==> src/rtl/conv_encoder_tx.sv <==
// Rate-1/2 convolutional encoder and serializer.
// One info bit in, two coded bits out, K-1 tail bits.
module conv_encoder_tx #(
  parameter int unsigned FRAME_LEN = 14,
  parameter int unsigned K         = 3,
  parameter logic [K-1:0] G0       = 3'b111,
  parameter logic [K-1:0] G1       = 3'b101
) (
  input  logic clk,
  input  logic rst_n,
  input  logic start,
  input  logic in_bit,
  input  logic in_valid,
  output logic in_ready,
  output logic out_bit,
  output logic out_valid,
  output logic out_first,
  output logic frame_done,
  output logic busy
);

  localparam int IW = $clog2(FRAME_LEN + 1);
  localparam int TW = $clog2(K);

  typedef enum logic [2:0] {
    IDLE,
    ACCEPT,
    EMIT0,
    EMIT1,
    DONE
  } state_t;

  state_t         state;
  logic [K-2:0]   sr;
  logic           c0_q;
  logic           c1_q;
  logic           first_q;
  logic [IW-1:0]  info_cnt;
  logic [TW-1:0]  tail_cnt;

  // Trellis input vectors: MSB is the current bit
  logic [K-1:0] v_in;
  logic [K-1:0] v_tail;

  assign v_in   = {in_bit, sr};
  assign v_tail = {1'b0, sr};

  // Frame sequencing, encoding and shift register update
  always_ff @(posedge clk or negedge rst_n) begin
    if (!rst_n) begin
      state    <= IDLE;
      sr       <= '0;
      c0_q     <= 1'b0;
      c1_q     <= 1'b0;
      first_q  <= 1'b0;
      info_cnt <= '0;
      tail_cnt <= '0;
    end else begin
      unique case (state)
        IDLE: begin
          if (start) begin
            sr       <= '0;
            info_cnt <= '0;
            tail_cnt <= '0;
            first_q  <= 1'b0;
            state    <= ACCEPT;
          end
        end
        ACCEPT: begin
          if (in_valid) begin
            c0_q     <= ^(v_in & G0);
            c1_q     <= ^(v_in & G1);
            sr       <= v_in[K-1:1];
            first_q  <= (info_cnt == '0);
            info_cnt <= info_cnt + 1'b1;
            state    <= EMIT0;
          end
        end
        EMIT0: state <= EMIT1;
        EMIT1: begin
          if (info_cnt < IW'(FRAME_LEN)) begin
            state <= ACCEPT;
          end else if (tail_cnt < TW'(K - 1)) begin
            c0_q     <= ^(v_tail & G0);
            c1_q     <= ^(v_tail & G1);
            sr       <= v_tail[K-1:1];
            first_q  <= 1'b0;
            tail_cnt <= tail_cnt + 1'b1;
            state    <= EMIT0;
          end else begin
            state <= DONE;
          end
        end
        DONE:    state <= IDLE;
        default: state <= IDLE;
      endcase
    end
  end

  // Outputs decode straight from registered state
  assign in_ready   = (state == ACCEPT);
  assign out_valid  = (state == EMIT0) || (state == EMIT1);
  assign out_bit    = ((state == EMIT0) && c0_q) ||
                      ((state == EMIT1) && c1_q);
  assign out_first  = (state == EMIT0) && first_q;
  assign frame_done = (state == DONE);
  assign busy       = (state != IDLE);

endmodule

==> config.mk <==
export PLATFORM = sky130hd
export DESIGN_NAME = conv_encoder_tx
export DESIGN_NICKNAME = d
export VERILOG_FILES = /design/src/rtl/conv_encoder_tx.sv
export SDC_FILE = /design/constraint.sdc
export NUM_CORES = 1
export LEC_CHECK = 0
export ABC_AREA = 1
export CAP_MARGIN = 20
export CORE_ASPECT_RATIO = 1.1
export CORE_MARGIN = 4
export CORE_UTILIZATION = 50
export DETAILED_ROUTE_END_ITERATION = 6
export GPL_ROUTABILITY_DRIVEN = 1
export HOLD_SLACK_MARGIN = 0.1
export PLACE_DENSITY = 0.72
export SYNTH_ARGS = -nofsm -noshare
export SYNTH_HDL_FRONTEND = slang
export SYNTH_SLANG_ARGS = --single-unit
==> constraint.sdc <==
create_clock -name clk -period 2.6 [get_ports clk]
set_input_delay 0.39 -clock clk [delete_from_list [all_inputs] [get_ports clk]]
set_output_delay 0.39 -clock clk [all_outputs]
set_load 0.01 [all_outputs]
After elaboration in Yosys (flattened, before gate mapping)
Cells that the tools add are included.
Operators by class
  add/sub/neg operators: 2
  $lt $le $gt $ge: 2
  eq/ne operators: 8
  muxes and demuxes: 29
  reduce and logical (&&, ||, !) cells: 21
Operators by type and width (count)
  2-bit two-way mux: 6
  3-bit two-way mux: 4
  3-bit one-hot mux with 4 select lines: 1
  3-bit XOR reduction: 4
  1-bit two-way mux: 10
  4-bit two-way mux: 2
  2-bit != test (second input constant): 4
  4-bit one-hot mux with 2 select lines: 1
  4-bit AND reduction: 2
  3-bit by 2-bit equality test with 1-bit output (second input constant): 2
  2-bit one-hot mux with 3 select lines: 1
  2-bit nonzero test: 3
  3-bit nonzero test: 2
  5-bit AND reduction: 1
  4-bit by 1-bit adder with 4-bit output (second input constant): 1
  4-bit logical NOT: 1
  4-bit < comparator (second input constant): 1
  1-bit one-hot mux with 2 select lines: 2
  2-bit one-hot mux with 2 select lines: 1
  3-bit by 1-bit equality test with 1-bit output (second input constant): 1
  3-bit equality test (second input constant): 1
  1-bit logical AND: 3
  3-bit logical NOT: 1
  1-bit one-hot mux with 3 select lines: 1
  other kinds (5): 6
Storage, ports and cells
  flip-flop bits (word level): 14
  input port bits: 5
  output and inout port bits: 6
  word-level logic and storage cells: 69

Depth between registers and ports, before layout
Gate-level depths: netlist (run 1).
  word-level depth: 4
  mapped depth: 9
  mapped depth without buffers: 8

Least setup slack after synthesis (run 1)
Ideal clock, no wire load.
  kind: register to output
  from: reg state[0]
  to: out out_first
  arrival time: 941 ps
  required time: 2210 ps
  setup slack: 1269 ps
  stages on the path, launching flop included: 3
  buffers on the path: 1
  path through: dfrtp_1 > buf_6 > nor4_1
On the way
  word-level cells in the longest chain between the ends: 2
Ends and longest elaborated chain
  from (decl): RTL line 33  | state_t state;
  from (signal assigned): RTL line 51  | state <= IDLE;
  from (signal assigned): RTL line 66  | state <= ACCEPT;
  from (signal assigned): RTL line 76  | state <= EMIT0;
  3-bit by 2-bit equality test with 1-bit output: RTL line 105  | assign out_first = (state == EMIT0) && first_q;
  1-bit logical AND: RTL line 105
  to (decl): RTL line 17  | output logic out_first,
Every way passes these cells.

Worst setup path after layout (run 1)
  from: reg state[1]
  to: out out_bit
On the way
  word-level cells in the longest chain between the ends: 3
  elaborated cells on any way between the ends: 5
  those cells by class: eq/ne: 2; reduce/logical: 3
Ends and longest elaborated chain
  3-bit by 2-bit equality test with 1-bit output, on equally long branches: RTL line 103, 104
  1-bit logical AND, on equally long branches: RTL line 103, 104
  1-bit logical OR *: RTL line 103  | assign out_bit = ((state == EMIT0) && c0_q) ||
  to (decl): RTL line 15  | output logic out_bit,
Mark *: on every way between the ends. The rest lies on a longest branch, timed or not.

==> results of run 1 <==
==> kinds of logic (layout without fill, tap and decap cells) <==
kind of cell,Yosys count,count (layout)
flip-flops,14,14
XOR/XNOR,4,4
buffers and inverters,19,31
adder cells (fa/ha/maj),2,2
AND/OR/NAND/NOR,87,87
AO/OA/AOI/OAI,8,8
==> state kept, by name, summed over array words and instances, names as in the netlist <==
signal and count:
c0_q 1, c1_q 1, first_q 1, info_cnt 4, sr 2, state 3
tail_cnt 2
==> cell usage after synthesis <==
| cell | n | area, um^2 |
|---|---|---|
| inv_2 | 2 | 7.51 |
| inv_1 | 15 | 56.3 |
| ha_1 | 2 | 25.0 |
| nor3_1 | 2 | 10.0 |
| nor2_4 | 2 | 22.5 |
| a21oi_1 | 3 | 15.0 |
| a22o_1 | 1 | 8.76 |
| dfrtp_1 | 14 | 350 |
| nand3_4 | 1 | 17.5 |
| nand2_2 | 5 | 31.3 |
| nor2_2 | 1 | 6.26 |
| nand3b_1 | 1 | 7.51 |
| nand2_1 | 44 | 165 |
| o21bai_1 | 3 | 22.5 |
| nand4_1 | 2 | 12.5 |
| a21boi_0 | 1 | 7.51 |
| nor4_1 | 1 | 6.26 |
| xor2_1 | 2 | 17.5 |
| nor2_1 | 16 | 60.1 |
| buf_6 | 2 | 22.5 |
| xnor2_1 | 2 | 17.5 |
| nand2_4 | 1 | 11.3 |
| nand3_1 | 11 | 55.1 |
==> critical path: stages (launching register included) <==
cell,delay [ps]
dfrtp_1,520
inv_1,130
nor3_1,250
a22o_1,190
clkdlybuf4s50_1,530
==> worst max-delay path by stage <==
| stage | start | end | slack, ps | cells past startpoint |
|---|---|---|---|---|
| 6_report | state[1]$_DFFE_PN0P_ | out_bit | 310 | 4 |
| 2_1_floorplan | state[0]$_DFFE_PN0P_ | out_first | 1270 | 2 |
| 5_1_grt | state[1]$_DFFE_PN0P_ | out_bit | 190 | 4 |
| 3_3_place_gp | state[1]$_DFFE_PN0P_ | out_bit | 620 | 4 |
| 3_5_place_dp | state[1]$_DFFE_PN0P_ | out_bit | 600 | 4 |
| 4_1_cts | state[1]$_DFFE_PN0P_ | out_bit | 300 | 4 |
==> per-layer routing <==
layer | wire [um] | vias up
met5 | 0 | -
met4 | 14 | 0
met3 | 61 | 2
met2 | 899 | 15
met1 | 915 | 392
li1 | - | 443
==> report_power, final <==
part	internal, mW	switching, mW	total [mW]
clock	0.0851	0.0692	0.154
combinational	0.258	0.395	0.653
sequential	0.286	0.0907	0.377
==> final cells by class <==
type / count / area [um^2]
Multi-Input combinational cell: 101 / 519
Clock buffer: 4 / 36.3
Timing Repair Buffer: 10 / 100
Fill cell: 162 / 709
Tap cell: 18 / 22.5
Sequential cell: 14 / 350
Inverter: 17 / 63.8
==> impl_metrics.ini, run 1 <==
[pwr]
powerDensity_nw_per_um2 = 1080
power_mw = 1.18
leakagePower_nw = 0.597
max-vdd-ir-drop_mv = 0.549

[synthesis]
synthAdderAreaFrac_pct = 2.62
synthCells = 134
syn_nets = 141
synth-simple-area-share_pct = 42.4
synthMuxAreaShare_pct = 0
synth_top_family_by_area = simple AND/OR/NAND/NOR gates
synth_xor_area_share_pct = 3.66
ys_warn_count = 0
syn_area_per_cell_um2 = 7.13
yosysUniqueCellTypes = 23
netlist_area_um2 = 956
synth-compound-area-share_pct = 5.63
ys_ff_latch = 14
seq_area_frac_synth_pct = 36.6

[status]
outcome = completed

[clock_tree]
cts_tree = yes
cts_buffers = 3
cts_resized = 0
root_buffer = clkbuf_4
cts_sinks = 14
worstSkewPairLatency_ps = 270
htree_levels = 1
post_cts_buffers = 0
path_clk_slew_ps = 80
cts_buffer_depth = 2
cts_hold_buf = 0

[routing]
wl_per_cell_um = 11.5
drt_first_pass_iters = 4
wl_um = 1890
drt_iter0_markers = 25
drc = 0
ant_nets = 0
vias = 852
vias_per_cell = 5.20

[timing]
relSlewSlack_pct = 58.5
slew_violations = 0
fin_crit_sh_pct = 87.9
setup_viol = 0
hold_viol_final = 0
skew_ps = 1.74
timing.fmax_ghz = 0.437
fin_tns_setup_ps = 0
whs_ps = 492
post-route-min-period_ps = 2290
grt_setup_unrepaired = no
tightestPinTransition_ps = 621
setup_slack_ps = 314

[global_route]
busiest_layer = met2
grt_pass1_wl_um = 3370
grt_overflow = 0
antenna_found_initial = 0
grtUsageMet3_pct = 1.94
grt_pass1_vias = 782
grt_max_degree = 15
met1_usage_pct = 20.2
use_met2_pct = 30.0
grt_use_total_pct = 16.4

[critical_path]
reg2reg_slack_ps = 1170
critPathKind = flip-flop to primary output
r2r_cells = 8
crit_path_start_kind = flip-flop
worst-path-max-fanout = 8
required_ps = 2210
cp-end-kind = primary output
cp_data_arrival_time_ps = 1900
rr_endpoint = c1_q$_DFFE_PN0P_
rr_startpoint = state[0]$_DFFE_PN0P_

[run]
drv_cap = 0

[floorplanning]
start_util_pct = 53.1
die_h_um = 53.9
dieArea_um2 = 2680
die_w_um = 49.7
pin_count = 11
row_count = 16
core-area_um2 = 1800

[cells_and_area]
final_cell_mix = nand2_1 (44), nor2_1 (16), inv_1 (15)
diodes = 0
final_cell_area_um2 = 1090
final_common_cell = nand2_1
nNetsFinal = 154
stdcell_count = 164
final_util_pct = 60.6
layout-drive-gt1-share_pct = 11.0
syn2layout_area_growth_pct = 14.3

[placed_design]
dp.cells = 160
portBuffers = 10
dpl_cell_area_um2 = 1060
place.gp.congestion = 0.862
hpwl_um = 1480
place_ws_ps = 599

[hold_path]
hold_path_end = c0_q$_DFFE_PN0P_
holdPathStages = 2
hold_class = flip-flop to flip-flop
holdCritStartpoint = c0_q$_DFFE_PN0P_
Note: power is estimated with default switching activity, not from simulation.
==> run 2: changes to the inputs <==
--- a/config.mk
+++ b/config.mk
@@ -10,6 +10,7 @@
 export CORE_ASPECT_RATIO = 1.1
 export CORE_MARGIN = 4
 export CORE_UTILIZATION = 50
+export CTS_CLUSTER_SIZE = 30
 export DETAILED_ROUTE_END_ITERATION = 6
 export GPL_ROUTABILITY_DRIVEN = 1
 export HOLD_SLACK_MARGIN = 0.1
==> results of run 2 <==
Final layout, timing and power as in run 1 (identical DEF).
